==> config.mk <==
export PLATFORM = sky130hd
export DESIGN_NAME = uart_rx_controller
export DESIGN_NICKNAME = d
export VERILOG_FILES = /design/src/rtl/uart_rx_controller.sv
export SDC_FILE = /design/constraint.sdc
export NUM_CORES = 1
export LEC_CHECK = 0
export CORE_AREA = 2 2 57 59
export CTS_CLUSTER_DIAMETER = 40
export CTS_CLUSTER_SIZE = 24
export DETAILED_ROUTE_END_ITERATION = 6
export DIE_AREA = 0 0 59 61
export GPL_ROUTABILITY_DRIVEN = 0
export PLACE_DENSITY = 0.78
export SETUP_SLACK_MARGIN = 0.05
export SYNTH_ARGS = -nofsm -noshare
export SYNTH_HDL_FRONTEND = slang
export SYNTH_SLANG_ARGS = --single-unit
==> constraint.sdc <==
create_clock -name clk_50MHz -period 2.24 [get_ports clk_50MHz]
set_input_delay 0.224 -clock clk_50MHz [delete_from_list [all_inputs] [get_ports clk_50MHz]]
set_output_delay 0.224 -clock clk_50MHz [all_outputs]
set_load 0.1 [all_outputs]
==> src/rtl/uart_rx_controller.sv <==
// 8N1 UART receive sequencer paced by a 16x oversampling tick; realigns the tick phase on each start edge.
// Optional even-parity bit between data and stop when UART_RX_PARITY_EN is defined (adds parity_err).
module uart_rx_controller #(
    parameter int DBIT    = 8,
    parameter int OVS     = 16,
    parameter int SB_TICK = 16
) (
    input  logic            clk_50MHz,
    input  logic            reset,
    input  logic            rx,
    input  logic            tick,
    output logic            phase_reset,
    output logic [DBIT-1:0] rx_data,
    output logic            rx_done,
    output logic            frame_err,
`ifdef UART_RX_PARITY_EN
    output logic            parity_err,
`endif
    output logic            busy
);

    localparam int CNT_MAX = (OVS > SB_TICK) ? OVS : SB_TICK;
    localparam int SW      = $clog2(CNT_MAX);
    localparam int NW      = (DBIT > 1) ? $clog2(DBIT) : 1;

    localparam logic [SW-1:0] HALF_LAST = SW'(OVS / 2 - 1);
    localparam logic [SW-1:0] OVS_LAST  = SW'(OVS - 1);
    localparam logic [SW-1:0] SB_LAST   = SW'(SB_TICK - 1);
    localparam logic [NW-1:0] DBIT_LAST = NW'(DBIT - 1);

    localparam logic [2:0] ST_IDLE   = 3'd0;
    localparam logic [2:0] ST_START  = 3'd1;
    localparam logic [2:0] ST_DATA   = 3'd2;
    localparam logic [2:0] ST_STOP   = 3'd3;
`ifdef UART_RX_PARITY_EN
    localparam logic [2:0] ST_PARITY = 3'd4;
`endif

    logic [2:0]      state_q, state_d;
    logic [SW-1:0]   s_cnt_q, s_cnt_d;
    logic [NW-1:0]   n_cnt_q, n_cnt_d;
    logic [DBIT-1:0] shift_q, shift_d;
    logic [DBIT-1:0] rx_data_q, rx_data_d;
    logic            rx_done_q, rx_done_d;
    logic            frame_err_q, frame_err_d;
    logic            phase_reset_q, phase_reset_d;
    logic            sync1_q, sync2_q, rx_q;
    logic            rx_s;
    logic            fall;
`ifdef UART_RX_PARITY_EN
    logic            par_bit_q, par_bit_d;
    logic            parity_err_q, parity_err_d;
`endif

    // Two-flop synchroniser, then one extra stage for falling-edge detection.
    always_ff @(posedge clk_50MHz or posedge reset) begin
        if (reset) begin
            sync1_q <= 1'b1;
            sync2_q <= 1'b1;
            rx_q    <= 1'b1;
        end else begin
            sync1_q <= rx;
            sync2_q <= sync1_q;
            rx_q    <= sync2_q;
        end
    end

    assign rx_s = sync2_q;
    assign fall = rx_q & ~rx_s;

    always_comb begin
        state_d       = state_q;
        s_cnt_d       = s_cnt_q;
        n_cnt_d       = n_cnt_q;
        shift_d       = shift_q;
        rx_data_d     = rx_data_q;
        frame_err_d   = frame_err_q;
        rx_done_d     = 1'b0;
        phase_reset_d = 1'b0;
`ifdef UART_RX_PARITY_EN
        par_bit_d     = par_bit_q;
        parity_err_d  = parity_err_q;
`endif
        case (state_q)
            ST_IDLE: begin
                if (fall) begin
                    state_d       = ST_START;
                    s_cnt_d       = '0;
                    phase_reset_d = 1'b1;
                end
            end
            ST_START: begin
                if (tick) begin
                    if (s_cnt_q == HALF_LAST) begin
                        s_cnt_d = '0;
                        // A high line at mid-start is a glitch: drop back silently.
                        if (!rx_s) begin
                            n_cnt_d = '0;
                            state_d = ST_DATA;
                        end else begin
                            state_d = ST_IDLE;
                        end
                    end else begin
                        s_cnt_d = s_cnt_q + 1'b1;
                    end
                end
            end
            ST_DATA: begin
                if (tick) begin
                    if (s_cnt_q == OVS_LAST) begin
                        s_cnt_d = '0;
                        shift_d = {rx_s, shift_q[DBIT-1:1]};
                        if (n_cnt_q == DBIT_LAST) begin
                            n_cnt_d = '0;
`ifdef UART_RX_PARITY_EN
                            state_d = ST_PARITY;
`else
                            state_d = ST_STOP;
`endif
                        end else begin
                            n_cnt_d = n_cnt_q + 1'b1;
                        end
                    end else begin
                        s_cnt_d = s_cnt_q + 1'b1;
                    end
                end
            end
`ifdef UART_RX_PARITY_EN
            ST_PARITY: begin
                if (tick) begin
                    if (s_cnt_q == OVS_LAST) begin
                        s_cnt_d   = '0;
                        par_bit_d = rx_s;
                        state_d   = ST_STOP;
                    end else begin
                        s_cnt_d = s_cnt_q + 1'b1;
                    end
                end
            end
`endif
            ST_STOP: begin
                if (tick) begin
                    if (s_cnt_q == SB_LAST) begin
                        s_cnt_d     = '0;
                        rx_data_d   = shift_q;
                        frame_err_d = ~rx_s;
                        rx_done_d   = 1'b1;
`ifdef UART_RX_PARITY_EN
                        parity_err_d = par_bit_q ^ (^shift_q);
`endif
                        state_d     = ST_IDLE;
                    end else begin
                        s_cnt_d = s_cnt_q + 1'b1;
                    end
                end
            end
            default: begin
                state_d = ST_IDLE;
                s_cnt_d = '0;
                n_cnt_d = '0;
            end
        endcase
    end

    always_ff @(posedge clk_50MHz or posedge reset) begin
        if (reset) begin
            state_q       <= ST_IDLE;
            s_cnt_q       <= '0;
            n_cnt_q       <= '0;
            shift_q       <= '0;
            rx_data_q     <= '0;
            rx_done_q     <= 1'b0;
            frame_err_q   <= 1'b0;
            phase_reset_q <= 1'b0;
`ifdef UART_RX_PARITY_EN
            par_bit_q     <= 1'b0;
            parity_err_q  <= 1'b0;
`endif
        end else begin
            state_q       <= state_d;
            s_cnt_q       <= s_cnt_d;
            n_cnt_q       <= n_cnt_d;
            shift_q       <= shift_d;
            rx_data_q     <= rx_data_d;
            rx_done_q     <= rx_done_d;
            frame_err_q   <= frame_err_d;
            phase_reset_q <= phase_reset_d;
`ifdef UART_RX_PARITY_EN
            par_bit_q     <= par_bit_d;
            parity_err_q  <= parity_err_d;
`endif
        end
    end

    assign phase_reset = phase_reset_q;
    assign rx_data     = rx_data_q;
    assign rx_done     = rx_done_q;
    assign frame_err   = frame_err_q;
    assign busy        = (state_q != ST_IDLE);
`ifdef UART_RX_PARITY_EN
    assign parity_err  = parity_err_q;
`endif

endmodule

==> results.sh <==
export IMPL_outcome="finished clean"
export IMPL_chipWidth_um=59
export IMPL_pwr_density_cell_nw_per_um2=1090
export IMPL_place_ws_ps=353
export IMPL_internal_power_mw=1.12
export IMPL_drt_total_wl_um=2420
export IMPL_cts_setup_buffers=0
export IMPL_worstSetupPathType="flip-flop to flip-flop"
export IMPL_path_max_fanout=9
export IMPL_yosysWarnings=0
export IMPL_rsz0062_at_grt="no"
export IMPL_cts_buffer_depth=2
export IMPL_grt_usage_pct=16.4
export IMPL_final_util_pct=56.2
export IMPL_start_util_pct=47.6
export IMPL_grt_busiest_layer="met2"
export IMPL_hpwlAfterDp_um=1700
export IMPL_synthTopCellsByArea="dfrtp_1, mux2_1, ha_1"
export IMPL_cts_root_buffer="clkbuf_4"
export IMPL_synth_ff_type="dfrtp_1"
export IMPL_swShare_pct=38.4
export IMPL_clock_latency_ps=330
export IMPL_use_met2_pct=26.3
export IMPL_use_met1_pct=19.1
export IMPL_drc_errors=0
export IMPL_switching_power_uw=696
export IMPL_syn_nets=121
export IMPL_vias_per_cell=5.51
export IMPL_ant_nets=0
export IMPL_vdd_drop_max_uv=648
export IMPL_dr_first_iter_drc_count=26
export IMPL_hold_viol_final=0
export IMPL_grt_pass1_wl_um=4220
export IMPL_synth_area_um2=1410
export IMPL_fp_dieH_um=61
export IMPL_io_buffers=15
export IMPL_cp_data_arrival_time_ps=2140
export IMPL_worst_pin_slew_ps=457
export IMPL_slew_viol_final=0
export IMPL_reg2regPathDepth=6
export IMPL_pin_count=16
export IMPL_fin_ws_ps=346
export IMPL_finalSetupViolCount=0
export IMPL_numCtsBuffers=5
export IMPL_cts_tree="yes"
export IMPL_hold_path_class="input port to async pin"
export IMPL_slew_headroom_pct=69.5
export IMPL_cp_start_kind="flip-flop"
export IMPL_placementRows=20
export IMPL_synth_async_reset_ratio_pct=100
export IMPL_yosysTopAreaCell="dfrtp_1"
export IMPL_max_freq_ghz=0.528
export IMPL_comb_power_share_pct=39.5
export IMPL_finalSetupTns_ps=0
export IMPL_period_share_pct=84.5
export IMPL_yosysUniqueCellTypes=35
export IMPL_finalPower_mw=1.82
export IMPL_clkPwrFrac_pct=23.3
export IMPL_netlist_area_leader_share_pct=49.9
export IMPL_syn_inst=110
export IMPL_leakagePower_nw=0.864
export IMPL_yosysMostFrequentCell="dfrtp_1"
export IMPL_wl_per_cell_um=14.6
export IMPL_layout_min_cycle_time_ps=1890
export IMPL_dieArea_um2=3600
export IMPL_overflow=0
export IMPL_dr_pass1_iters=4
export IMPL_grt_use_met3_pct=5.97
export IMPL_num_vias=909
export IMPL_synth_edf_count=0
export IMPL_grt_pass1_vias=930
export IMPL_antenna_found_initial=0
export IMPL_clk_pin_slew_ps=110
export IMPL_dp_cells=157
export IMPL_cp_required_ps=2490
export IMPL_final_cell_count_no_fill=165
export IMPL_drv_cap=0
export IMPL_diodes=0
export IMPL_coreArea_um2=2950
export IMPL_ctsResizeCount=0
export IMPL_ctsHoldBuffers=0
export IMPL_seqPwrFrac_pct=37.2
export IMPL_grt_max_degree=32
export IMPL_synthTopCellsByCount="dfrtp_1, mux2_1, ha_1, nand2_1"
export IMPL_fin_skew_ps=14.4
export IMPL_critPathCaptureType="flip-flop"
export IMPL_htreeDepth=2
export IMPL_syn_to_final_growth_pct=18.1
export IMPL_ys_seq_area_share_pct=55.5
export IMPL_ys_ff_latch=31
export IMPL_nNetsFinal=142
export IMPL_numClockSinks=31
export IMPL_syn_area_per_cell_um2=12.8
export IMPL_drive_gt1_share_pct=23.5
[cells in the final DEF, fill, tap and decap left out, drive strengths merged, types with 2 or more instances in the layout]
cell type	n
dfrtp	28
clkinv	2
inv	7
nor3	7
nor2	4
mux2i	2
dfstp	3
buf	13
ha	7
mux2	17
a31oi	2
nand2	7
clkbuf	5
clkdlybuf4s50	3
o21ai	4
nand3	3
[kinds of logic after synthesis]
group / after synthesis / share of synthesized area, %
AO/OA/AOI/OAI: 12 / 7.04
adder cells (fa/ha/maj): 7 / 6.23
buffers and inverters: 9 / 2.49
flip-flops: 31 / 55.5
multiplexers: 19 / 15.0
AND/OR/NAND/NOR: 32 / 13.7
[per-stage QoR]
stage          cell area (um2)  hold slack (ps)
2_1_floorplan             1410              228
5_1_grt                   1660              276
6_report                  1660              257
3_3_place_gp              1580              348
4_1_cts                   1660              253
3_5_place_dp              1580              348
[power by group through the flow]
stage	Clock, mW	Sequential (mW)	Combinational, mW
2_1_floorplan	0	0.704	0.526
3_3_place_gp	0	0.678	0.689
3_5_place_dp	0	0.683	0.710
4_1_cts	0.444	0.675	0.719
5_1_grt	0.463	0.683	0.779
6_report	0.424	0.675	0.716
[routing by layer]
layer	routed length (um)	share of wire, %
met1	1080	45
met5	0	0
met4	70	2.9
met3	93	3.8
met2	1170	49
[registers in the layout, summed over array words and instances (netlist names)]
signal	cells
s_cnt_q	4
shift_q	8
rx_data	8
state_q	2
n_cnt_q	3
frame_err	1
phase_reset	1
sync1_q	1
rx_s	1
rx_q	1
rx_done	1
[area by class of cell]
class	instances	area [um2]
fill	249	1290
multi-input combinational	70	591
inverter	7	26.3
sequential	31	779
clock inverter	3	43.8
clock buffer	5	37.5
tap	33	41.3
timing repair buffer	16	140
[worst paths after layout]
kind	from	end	slack (ps)
max in group asynchronous	reset	rx_s$_DFF_PP1_	1650
worst min register to register	sync1_q$_DFF_PP1_	rx_s$_DFF_PP1_	370
worst max register to register	state_q[0]$_DFFE_PP0P_	state_q[0]$_DFFE_PP0P_	350
worst max-delay path	state_q[0]$_DFFE_PP0P_	state_q[0]$_DFFE_PP0P_	350
worst min-delay path	reset	rx_done$_DFF_PP0_	260
min in group clk_50MHz	rx	sync1_q$_DFF_PP1_	300
[critical path, cell delays in order (launching register included)]
cell	delay (ps)
dfrtp_1	400
inv_1	100
ha_1	310
nor3_4	340
o2bb2ai_2	200
nor3_2	260
mux2i_1	210
No activity file was read; power rests on OpenSTA's default activity.
